===== src/rtl/draw_pkg.sv =====
// draw_pkg: shared types and widths for the sprite draw scheduler.
// Coordinate widths match a 320x240 VGA adapter with 3-bit colour.
package draw_pkg;

   localparam int X_W   = 9;
   localparam int Y_W   = 8;
   localparam int COL_W = 3;

   // Scheduler sequence for one slot: arm the drawer, stream its pixels,
   // flush the last registered pixel, then put the drawer back in reset.
   typedef enum logic [2:0] {
      IDLE    = 3'd0,
      ARM     = 3'd1,
      DRAW    = 3'd2,
      FLUSH   = 3'd3,
      RELEASE = 3'd4
   } state_t;

endpackage


===== src/rtl/draw_scheduler_if.sv =====
// draw_scheduler_if: drawer-side and VGA-side signals of the draw scheduler.
// slave = the scheduler, master = the surrounding drawers/adapter/requesters.
interface draw_scheduler_if #(
   parameter int NUM_SLOTS = 4,
   parameter int SLOT_W    = 2
);
   import draw_pkg::*;

   logic [NUM_SLOTS-1:0]       req;
   logic [NUM_SLOTS-1:0]       drw_done;
   logic [X_W*NUM_SLOTS-1:0]   drw_x;
   logic [Y_W*NUM_SLOTS-1:0]   drw_y;
   logic [COL_W*NUM_SLOTS-1:0] drw_colour;
   logic [NUM_SLOTS-1:0]       drw_enable;
   logic [NUM_SLOTS-1:0]       drw_reset_n;
   logic [X_W-1:0]             vga_x;
   logic [Y_W-1:0]             vga_y;
   logic [COL_W-1:0]           vga_colour;
   logic                       vga_plot;
   logic                       busy;
   logic                       slot_done;
   logic [SLOT_W-1:0]          slot_id;

   modport slave (
      input  req, drw_done, drw_x, drw_y, drw_colour,
      output drw_enable, drw_reset_n, vga_x, vga_y, vga_colour, vga_plot,
             busy, slot_done, slot_id
   );

   modport master (
      output req, drw_done, drw_x, drw_y, drw_colour,
      input  drw_enable, drw_reset_n, vga_x, vga_y, vga_colour, vga_plot,
             busy, slot_done, slot_id
   );

endinterface


===== src/rtl/draw_scheduler_slot_picker.sv =====
// slot_picker: chooses the next slot to draw from the pending set.
// Default build: fixed priority, lowest index wins.
// With DRAW_SCHED_RR_EN defined: round-robin, the search starts at the slot
// after the last served one and wraps around.
module slot_picker #(
   parameter int NUM_SLOTS = 4,
   parameter int SLOT_W    = 2
) (
   input  logic [NUM_SLOTS-1:0] pend,
`ifdef DRAW_SCHED_RR_EN
   input  logic [SLOT_W-1:0]    last,
`endif
   output logic [SLOT_W-1:0]    idx,
   output logic                 valid
);

   // Scan candidates from lowest to highest priority so the best one is
   // the last assignment to stick.
   always_comb begin
      // NOTE: every output gets a default before the loop, otherwise a
      // cycle with nothing pending would hold the old value and infer a latch.
      idx   = '0;
      valid = 1'b0;
`ifdef DRAW_SCHED_RR_EN
      for (int k = NUM_SLOTS; k >= 1; k--) begin
         if (pend[(int'(last) + k) % NUM_SLOTS]) begin
            idx   = SLOT_W'((int'(last) + k) % NUM_SLOTS);
            valid = 1'b1;
         end
      end
`else
      for (int i = NUM_SLOTS - 1; i >= 0; i--) begin
         if (pend[i]) begin
            idx   = SLOT_W'(i);
            valid = 1'b1;
         end
      end
`endif
   end

endmodule


===== src/rtl/draw_scheduler.sv =====
// draw_scheduler: time-shares one VGA write port among NUM_SLOTS sprite
// drawers. One slot is served at a time: its drawer is taken out of reset,
// enabled until it flags its last pixel, and its coordinates are registered
// one cycle so they line up with the drawer's registered ROM colour.
// Optional macro: DRAW_SCHED_RR_EN (round-robin slot selection).
module draw_scheduler
   import draw_pkg::*;
#(
   parameter int NUM_SLOTS = 4,
   parameter int SLOT_W    = 2
) (
   input logic             clock_all,
   input logic             reset_all,
   draw_scheduler_if.slave bus
);

   state_t               st;
   logic [NUM_SLOTS-1:0] pending;
   logic [NUM_SLOTS-1:0] pending_nxt;
   logic [NUM_SLOTS-1:0] pick_in;
   logic [SLOT_W-1:0]    pick_idx;
   logic                 pick_valid;
   logic [SLOT_W-1:0]    slot_q;
   logic                 rereq;
   logic [X_W-1:0]       sel_x;
   logic [Y_W-1:0]       sel_y;
   logic [COL_W-1:0]     sel_colour;
   logic                 sel_done;
   logic [X_W-1:0]       x_q;
   logic [Y_W-1:0]       y_q;
   logic                 plot_q;
   logic [NUM_SLOTS-1:0] en;
   logic [NUM_SLOTS-1:0] drw_rst_n;

   // A request arriving in an idle cycle is served straight away, which is
   // what gives the three-cycle request-to-first-plot latency.
   assign pick_in = pending | bus.req;

   slot_picker #(
      .NUM_SLOTS (NUM_SLOTS),
      .SLOT_W    (SLOT_W)
   ) u_picker (
      .pend  (pick_in),
`ifdef DRAW_SCHED_RR_EN
      .last  (slot_q),
`endif
      .idx   (pick_idx),
      .valid (pick_valid)
   );

   // Signals of the drawer currently owned by the scheduler.
   assign sel_x      = bus.drw_x[int'(slot_q)*X_W +: X_W];
   assign sel_y      = bus.drw_y[int'(slot_q)*Y_W +: Y_W];
   assign sel_colour = bus.drw_colour[int'(slot_q)*COL_W +: COL_W];
   assign sel_done   = bus.drw_done[slot_q];

   // Sequence one slot through arm, draw, flush and release.
   always_ff @(posedge clock_all) begin
      // NOTE: state registers use non-blocking assignments so every flop
      // samples the pre-edge values regardless of block ordering.
      if (!reset_all) begin
         st     <= IDLE;
         slot_q <= '0;
      end else begin
         case (st)
            IDLE: begin
               if (pick_valid) begin
                  slot_q <= pick_idx;
                  st     <= ARM;
               end
            end
            ARM:     st <= DRAW;
            DRAW:    if (sel_done) st <= FLUSH;
            FLUSH:   st <= RELEASE;
            RELEASE: st <= IDLE;
            default: st <= IDLE;
         endcase
      end
   end

   // Register the drawer coordinate; the plot strobe trails each DRAW cycle.
   always_ff @(posedge clock_all) begin
      if (!reset_all) begin
         x_q    <= '0;
         y_q    <= '0;
         plot_q <= 1'b0;
      end else begin
         plot_q <= (st == DRAW);
         if (st == DRAW) begin
            x_q <= sel_x;
            y_q <= sel_y;
         end
      end
   end

   // Release clears the served bit unless that slot asked again after its
   // service started (or asks in this very cycle): the new request wins.
   always_comb begin
      pending_nxt = pending | bus.req;
      if (st == RELEASE && !rereq && !bus.req[slot_q]) begin
         pending_nxt[slot_q] = 1'b0;
      end
   end

   // Pending set and the "asked again while being served" flag.
   always_ff @(posedge clock_all) begin
      if (!reset_all) begin
         pending <= '0;
         rereq   <= 1'b0;
      end else begin
         pending <= pending_nxt;
         if (st == IDLE) begin
            rereq <= 1'b0;
         end else if (bus.req[slot_q]) begin
            rereq <= 1'b1;
         end
      end
   end

   // Drawer controls: only the served drawer leaves reset, and only in
   // ARM/DRAW/FLUSH; it is enabled only while its pixels are being taken.
   always_comb begin
      en        = '0;
      drw_rst_n = '0;
      case (st)
         ARM, FLUSH: drw_rst_n[slot_q] = 1'b1;
         DRAW: begin
            drw_rst_n[slot_q] = 1'b1;
            en[slot_q]        = 1'b1;
         end
         default: ;
      endcase
   end

   assign bus.drw_enable  = en;
   assign bus.drw_reset_n = drw_rst_n;
   assign bus.vga_x       = x_q;
   assign bus.vga_y       = y_q;
   assign bus.vga_colour  = sel_colour;
   assign bus.vga_plot    = plot_q;
   assign bus.busy        = (st != IDLE);
   assign bus.slot_done   = (st == RELEASE);
   assign bus.slot_id     = slot_q;

endmodule


===== src/flat_wrapper.sv =====
// flat-port wrapper written by rule: the top's interface ports become plain ports
module draw_scheduler_flat import draw_pkg::*;
#(
   parameter int NUM_SLOTS = 4,
   parameter int SLOT_W    = 2
)
  (clock_all, reset_all, bus_req, bus_drw_done, bus_drw_x, bus_drw_y, bus_drw_colour, bus_drw_enable, bus_drw_reset_n, bus_vga_x, bus_vga_y, bus_vga_colour, bus_vga_plot, bus_busy, bus_slot_done, bus_slot_id);
  draw_scheduler_if #(.NUM_SLOTS(NUM_SLOTS), .SLOT_W(SLOT_W)) bus_i ();
  input logic clock_all;
  input logic reset_all;
  input wire logic [$bits(bus_i.req)-1:0] bus_req;
  input wire logic [$bits(bus_i.drw_done)-1:0] bus_drw_done;
  input wire logic [$bits(bus_i.drw_x)-1:0] bus_drw_x;
  input wire logic [$bits(bus_i.drw_y)-1:0] bus_drw_y;
  input wire logic [$bits(bus_i.drw_colour)-1:0] bus_drw_colour;
  output wire logic [$bits(bus_i.drw_enable)-1:0] bus_drw_enable;
  output wire logic [$bits(bus_i.drw_reset_n)-1:0] bus_drw_reset_n;
  output wire logic [$bits(bus_i.vga_x)-1:0] bus_vga_x;
  output wire logic [$bits(bus_i.vga_y)-1:0] bus_vga_y;
  output wire logic [$bits(bus_i.vga_colour)-1:0] bus_vga_colour;
  output wire logic [$bits(bus_i.vga_plot)-1:0] bus_vga_plot;
  output wire logic [$bits(bus_i.busy)-1:0] bus_busy;
  output wire logic [$bits(bus_i.slot_done)-1:0] bus_slot_done;
  output wire logic [$bits(bus_i.slot_id)-1:0] bus_slot_id;
  assign bus_i.req = bus_req;
  assign bus_i.drw_done = bus_drw_done;
  assign bus_i.drw_x = bus_drw_x;
  assign bus_i.drw_y = bus_drw_y;
  assign bus_i.drw_colour = bus_drw_colour;
  assign bus_drw_enable = bus_i.drw_enable;
  assign bus_drw_reset_n = bus_i.drw_reset_n;
  assign bus_vga_x = bus_i.vga_x;
  assign bus_vga_y = bus_i.vga_y;
  assign bus_vga_colour = bus_i.vga_colour;
  assign bus_vga_plot = bus_i.vga_plot;
  assign bus_busy = bus_i.busy;
  assign bus_slot_done = bus_i.slot_done;
  assign bus_slot_id = bus_i.slot_id;
  draw_scheduler #(.NUM_SLOTS(NUM_SLOTS), .SLOT_W(SLOT_W)) u_core (.clock_all(clock_all), .reset_all(reset_all), .bus(bus_i));
endmodule

===== config.mk =====
export PLATFORM = sky130hd
export DESIGN_NAME = draw_scheduler_flat
export DESIGN_NICKNAME = d
export VERILOG_FILES = /design/src/rtl/draw_pkg.sv /design/src/rtl/draw_scheduler_if.sv /design/src/rtl/draw_scheduler_slot_picker.sv /design/src/rtl/draw_scheduler.sv /design/src/flat_wrapper.sv
export SDC_FILE = /design/constraint.sdc
export NUM_CORES = 1
export LEC_CHECK = 0
export ABC_CLOCK_PERIOD_IN_PS = 2029
export CAP_MARGIN = 40
export CORE_MARGIN = 2
export CORE_UTILIZATION = 34
export DETAILED_ROUTE_END_ITERATION = 12
export HOLD_SLACK_MARGIN = 0.15
export MAX_ROUTING_LAYER = met4
export PLACE_DENSITY = 0.8
export SLEW_MARGIN = 20
export SYNTH_ARGS = -nofsm -noshare
export SYNTH_HDL_FRONTEND = slang
export SYNTH_SLANG_ARGS = --single-unit

===== constraint.sdc =====
create_clock -name clock_all -period 2.03 [get_ports clock_all]
set_input_delay 0.203 -clock clock_all [delete_from_list [all_inputs] [get_ports clock_all]]
set_output_delay 0.203 -clock clock_all [all_outputs]
set_load 0.005 [all_outputs]

### Word-level counts from Yosys, hierarchy flattened

Index checks and enable logic that the tools add are counted.

| word-level totals | value |
|---|---|
| bits in registers | 28 |
| bits of input ports | 90 |
| output and inout port bits | 33 |
| logic and storage cells | 55 |

| operators by class | value |
|---|---|
| $mul | 2 |
| $lt $le $gt $ge | 2 |
| equality and inequality tests | 6 |
| shift-type cells | 3 |
| muxes and demuxes | 20 |
| bitwise operators | 4 |
| reductions and logical operators | 11 |

Operators by type and width:

| operator | number |
|---|---|
| variable part select 36 x 32 -> 9 bit | 1 |
| variable part select 12 x 32 -> 3 bit | 1 |
| variable part select 32 x 6 -> 8 bit | 1 |
| two-way mux 4 bit | 3 |
| one-hot mux 3 bit (4 select lines) | 1 |
| two-way mux 2 bit | 4 |
| two-way mux 1 bit | 7 |
| == test 3 x 2 -> 1 bit (second input constant) | 2 |
| multiplier 2 x 4 -> 6 bit (second input constant) | 1 |
| two-way mux 3 bit | 2 |
| bitwise AND 4 bit | 1 |
| binary-select mux 1 bit (select 2 bit) | 2 |
| multiplier 2 x 2 -> 4 bit (second input constant) | 1 |
| inequality test 2 x 1 -> 1 bit (second input constant) | 2 |
| NOT 4 bit | 1 |
| bitwise OR 4 bit | 1 |
| AND reduction 2 bit | 2 |
| == test 3 x 1 -> 1 bit (second input constant) | 1 |
| == test 3 bit (second input constant) | 1 |
| logical AND 1 bit | 3 |
| logical NOT 3 bit | 1 |
| less-than comparator 2 x 3 -> 1 bit (second input constant) | 1 |
| nonzero test 3 bit | 1 |
| OR reduction 3 bit | 1 |
| 5 further kinds | 6 |

### Longest topological paths before layout

| depth | value |
|---|---|
| word-level depth | 7 |
| gate-level depth with buffers | 7 |
| mapped depth without buffers | 4 |

### Hierarchy

A second synthesis with hierarchy kept.

| unflattened totals | value |
|---|---|
| cell total of the unflattened synthesis | 137 |
| area total of the unflattened synthesis | 1621.6 µm² |

Modules (own cells, without submodules):

| module | instances | cells an instance | area each (µm²) | seq. area each (µm²) |
|---|---|---|---|---|
| draw_scheduler | 1 | 130 | 1586.5 | 560.5 |
| slot_picker | 1 | 7 | 35.0 | 0.0 |

### Least setup slack after synthesis

No wires, ideal clock.

| timing path | value |
|---|---|
| kind | reg-to-reg |
| start | reg u_core.slot_q[0], in the netlist u_core.bus.slot_id[0] |
| end | reg u_core.x_q[1], in the netlist u_core.bus.vga_x[1] |
| library setup time | 0.117 ns |
| data arrival time | 1.579 ns |
| required time | 1.913 ns |
| setup slack | 0.334 ns |
| stages on the path, launching flop included | 5 |
| buffers on the path | 2 |
| period minus slack after synthesis | 1.696 ns |
| path through | dfxtp_1 > buf_2 > buf_4 > mux4_2 > a22o_1 |

| between the ends | value |
|---|---|
| longest elaborated chain between the ends | 2 |

Ends and longest elaborated chain:

| item | line | text |
|---|---|---|
| start, declared | draw_scheduler.sv:23 | `logic [SLOT_W-1:0] slot_q;` |
| start signal, assigned | draw_scheduler.sv:68 | `slot_q <= pick_idx;` |
| multiplier 2 x 4 -> 6 bit | draw_scheduler.sv:52 | `assign sel_x = bus.drw_x[int'(slot_q)*X_W +: X_W];` |
| variable part select 36 x 32 -> 9 bit | draw_scheduler.sv:52 |  |
| end signal, assigned | draw_scheduler.sv:90 | `x_q <= sel_x;` |
| end, declared | draw_scheduler.sv:29 | `logic [X_W-1:0] x_q;` |

Every way passes these cells.
A chain may end at the register's enable or synchronous reset.

### Worst setup path in the final report

| timing path | value |
|---|---|
| start | reg u_core.slot_q[1], in the netlist u_core.bus.slot_id[1] |
| end | out bus_vga_colour[2] |

| between the ends | value |
|---|---|
| longest elaborated chain between the ends | 2 |

Ends and longest elaborated chain:

| item | line | text |
|---|---|---|
| multiplier 2 x 2 -> 4 bit | draw_scheduler.sv:54 | `assign sel_colour = bus.drw_colour[int'(slot_q)*COL_W +: COL_W];` |
| variable part select 12 x 32 -> 3 bit | draw_scheduler.sv:54 |  |
| end, declared | flat_wrapper.sv:20 | `output wire logic [$bits(bus_i.vga_colour)-1:0] bus_vga_colour;` |

Every way passes these cells.

==> qor_table.md <==
| Group | Parameter | Value |
|:---|:---|:---|
| run status | Outcome | finished clean |
| synth | Register bit total from synthesis | 28 |
| synth | Synth area leaders | sky130_fd_sc_hd__dfxtp_1 (35%), sky130_fd_sc_hd__mux4_2 (31%), sky130_fd_sc_hd__a22o_1 (9.3%) |
| placement | Placed Cells | 301 |
| run | Number of max-cap violations | 0 |
| placement | HPWL reported at the end of detailed placement | 4240 um |
| global routing | Met1 Track Usage GR | 0.227 |
| timing | Achievable frequency | 513 MHz |
| clock tree | Clock latency on the worst-skew pair | 0.26 ns |
| timing | Layout Skew | 0.00212 ns |
| floorplanning | Core Box Area | 0.00444 mm2 |
| timing | Slew at the pin with the worst max-slew slack | 0.326 ns |
| clock tree | Clock root buffer | sky130_fd_sc_hd__clkbuf_8 |
| synth | Post-Synth XOR/XNOR Area | 0.00548 |
| routing | Count of nets left with antenna violations after detail routing | 0 |
| global routing | All-layer global routing usage | 0.198 |
| worst setup path | Data required time of the critical path | 1.83 ns |
| synth | Fraction of the yosys area taken by sequential cells | 0.351 |
| power | Combinational cell fraction of total power | 0.427 |
| global routing | Antenna violations before repair | 0 |
| cells and area | Summed area of non-filler cells in the final layout | 0.00293 mm2 |
| clock tree | Longest Clk Path Bufs | 2 |
| floorplanning | Initial cell density of the core | 0.360 |
| clock tree | Number of hold buffers added after cts | 0 |
| timing | Crit share post-route | 0.961 |
| clock tree | Number of H-tree levels | 1 |
| synth | Compound-gate portion of the synthesized area | 0.143 |
| power | Net switching power | 0.446 mW |
| synth | Cell type with the largest total area after synthesis | sky130_fd_sc_hd__dfxtp_1 |
| global routing | First-pass GRT wire length | 7940 um |
| cells and area | Antenna diode count | 0 |
| timing | Final setup violating endpoints | 0 |
| worst setup path | Worst Path Arrival | 1.75 ns |
| power | Static Leak | 1.05 nW |
| clock tree | Total CTS buffers | 3 |
| synth | Simple-gate portion of the synthesized area | 0.135 |
| synth | Syn Nets | 222 |
| worst setup path | Critical Setup Path Class | reg -> out |
| timing | Sum Neg Setup Slack | 0 ns |
| placement | Global placer's final weighted congestion | 0.920 |
| timing | Count of final max-slew check failures | 0 |
| cells and area | Number of nets in the layout | 344 |
| placement | Post-detailed-placement cell area | 0.00287 mm2 |
| cells and area | Share of cells above drive strength 1 | 0.155 |
| synth | Total number of yosys warnings | 0 |
| cells and area | Area growth syn-to-layout | 83.0% |
| clock tree | TritonCTS clock tree | built |
| floorplanning | Full die area | 0.00527 mm2 |
| synth | Post-synthesis instance area | 0.00160 mm2 |
| synth | Main combinational cell family by area after synthesis | multiplexers |
| worst setup path | Kind of start point of the critical path | register |
| routing | DRC viols | 0 |
| clock tree | Post-CTS Setup Inserts | 0 |
| power | Sequential power share | 0.397 |
| synth | Share of Yosys cell area claimed by the top area cell type | 0.351 |
| floorplanning | X dimension of the die | 72.6 um |
| power | Switching share of power | 0.269 |
| cells and area | Fraction of the core area covered by cells at the end of the flow | 0.659 |
| worst setup path | Max FO, Critical Path | 9 |
| global routing | Global-route met3 utilization | 0.0511 |
| clock tree | Clk slew on worst S/H paths | 0.09 ns |
| global routing | Vias in the first global route | 1596 |
| power | Worst ir drop on vdd | 0.366 mV |
| worst setup path | Critical Path End Type | primary output |
| power | Internal portion of total power | 1.22 mW |
| timing | Min Clock Period, post-route | 1.95 ns |
| routing | Total Routed Length | 5230 um |
| global routing | Fraction of met2 tracks used by global routing | 0.347 |
| timing | RSZ-0062 raised after global routing | false |
| routing | Avg WL per Cell | 17.2 um |
| floorplanning | IO Pins | 123 |
| cells and area | Leading cell type in the layout, fill and taps excluded | sky130_fd_sc_hd__clkdlybuf4s50_1 |
| power | Share of total power in the clock network | 0.176 |
| synth | Fraction of the mapped netlist area in adder cells | 0 |
| routing | 1st-pass router iterations | 4 |
| global routing | Leftover overflow at the end of global routing | 0 |
| floorplanning | Number of rows created at floorplan | 24 |
| cells and area | Number of non-filler instances in the completed layout | 304 |
| routing | Average vias per placed instance | 5.26 |
| global routing | GRT busiest layer | met2 |
| synth | Synthesized area divided by synthesized cell count | 12.1 um2 |
| routing | Vias post-DR | 1598 |
| cells and area | Commonest cells after routing, fill and taps aside | sky130_fd_sc_hd__clkdlybuf4s50_1 (121), sky130_fd_sc_hd__dfxtp_1 (26), sky130_fd_sc_hd__mux4_2 (22) |
| power | Pwr/cell area | 568 mW/mm2 |
| min path | Classification of the worst-slack hold path | reg -> reg |
| timing | Number of failing hold endpoints at the final stage | 0 |
| clock tree | Sinks on Clock Net | 28 |
| global routing | Largest net degree at the start of global routing | 19 |
| routing | Iter 0 DRT Violations | 79 |
| synth | Fraction of synthesized area in multiplexers | 0.310 |
| timing | Worst slew margin relative to its limit | 0.777 |
| placement | Port buffer count | 122 |
| synth | Number of distinct standard cells referenced by the synthesized netlist | 32 |
| floorplanning | Die boundary height | 72.6 um |
| synth | Number of instances in the synthesized netlist | 132 |
-- cell type report --
type | instances | area (um2)
fillers | 365 | 1520
repair buffers | 130 | 1300
multi-input cells | 90 | 952
flip-flops and latches | 28 | 568
well taps | 52 | 65.1
clock buffers | 3 | 41.3
inverters | 1 | 3.75
-- critical path: stages (launching register included) --
cell and delay [ns]:
sky130_fd_sc_hd__dfxtp_1 0.47, sky130_fd_sc_hd__buf_4 0.24, sky130_fd_sc_hd__mux4_2 0.31, sky130_fd_sc_hd__clkdlybuf4s50_1 0.46
-- stage by stage --
step	total power, mW	hold WS, ns	setup slack, ns
2_1_floorplan	1.00	0.342	0.334
3_3_place_gp	1.37	0.459	0.181
3_5_place_dp	1.38	0.461	0.152
4_1_cts	1.68	0.487	0.0354
5_1_grt	1.75	0.512	0.0148
6_report	1.66	0.484	0.0798
-- logic make-up (layout without fill, tap and decap cells) --
| kind of cell | after synthesis | count (layout) |
|---|---|---|
| multiplexers | 22 | 22 |
| flip-flops | 28 | 28 |
| XOR/XNOR | 1 | 1 |
| buffers and inverters | 14 | 134 |
| AND/OR/NAND/NOR | 38 | 38 |
| AO/OA/AOI/OAI | 29 | 29 |
-- sequential cells by signal (all words and copies together), names as in the netlist --
signal	cells
u_core.rereq	1
u_core.bus.slot_id	2
u_core.pending	4
u_core.st	3
u_core.bus.vga_y	8
u_core.bus.vga_x	9
u_core.bus.vga_plot	1
-- what timing repair did --
action                                  CTS  global route
gates resized for setup                   2             3
endpoints found under the setup margin    4             5
gates cloned                              0             0
-- cell usage after synthesis --
library cell                number
sky130_fd_sc_hd__a2111oi_0       1
sky130_fd_sc_hd__a21oi_1         5
sky130_fd_sc_hd__a22o_1         17
sky130_fd_sc_hd__and2_4          1
sky130_fd_sc_hd__buf_1           2
sky130_fd_sc_hd__buf_2           5
sky130_fd_sc_hd__buf_4           2
sky130_fd_sc_hd__buf_6           3
sky130_fd_sc_hd__clkbuf_1        1
sky130_fd_sc_hd__dfxtp_1        28
sky130_fd_sc_hd__inv_1           1
sky130_fd_sc_hd__mux4_2         22
sky130_fd_sc_hd__nand2_1         3
sky130_fd_sc_hd__nand2b_1        5
sky130_fd_sc_hd__nand3_1         1
sky130_fd_sc_hd__nor2_1         13
sky130_fd_sc_hd__nor2b_1         4
sky130_fd_sc_hd__nor3_1          4
sky130_fd_sc_hd__nor3b_1         1
sky130_fd_sc_hd__nor3b_2         1
sky130_fd_sc_hd__nor4_1          1
sky130_fd_sc_hd__nor4b_1         1
sky130_fd_sc_hd__nor4b_2         1
sky130_fd_sc_hd__o211a_1         1
sky130_fd_sc_hd__o211ai_1        1
sky130_fd_sc_hd__o21ai_0         1
sky130_fd_sc_hd__o21bai_1        1
sky130_fd_sc_hd__o311ai_0        1
sky130_fd_sc_hd__o31ai_1         1
sky130_fd_sc_hd__or3b_1          1
sky130_fd_sc_hd__or4_1           1
sky130_fd_sc_hd__xnor2_1         1
-- worst paths after layout --
kind                                       from                                to  slack (ns)  cells after the start
max          u_core.bus.slot_id[1]$_SDFFE_PN0P_                 bus_vga_colour[2]        0.08                      3
min            u_core.bus.vga_y[3]$_SDFFE_PN0P_  u_core.bus.vga_y[3]$_SDFFE_PN0P_        0.48                      1
max reg2reg  u_core.bus.slot_id[0]$_SDFFE_PN0P_  u_core.bus.vga_y[2]$_SDFFE_PN0P_        0.51                      3
min reg2reg    u_core.bus.vga_y[3]$_SDFFE_PN0P_  u_core.bus.vga_y[3]$_SDFFE_PN0P_        0.48                      1
-- layer usage --
layer | part of all wire | wire (um)
met3 | 0.10 | 525
met5 | 0 | 0
met1 | 0.39 | 2050
met4 | 0.0029 | 15
met2 | 0.50 | 2640
-- power groups by stage --
| stage | Sequential [mW] | Clock (mW) | Combinational (mW) |
|---|---|---|---|
| floorplan | 0.654 | 0 | 0.346 |
| global placement | 0.669 | 0 | 0.703 |
| detailed placement | 0.672 | 0 | 0.711 |
| CTS | 0.660 | 0.301 | 0.719 |
| global route | 0.670 | 0.323 | 0.756 |
| finish | 0.660 | 0.293 | 0.709 |
Power figures use the tool's default switching activity.
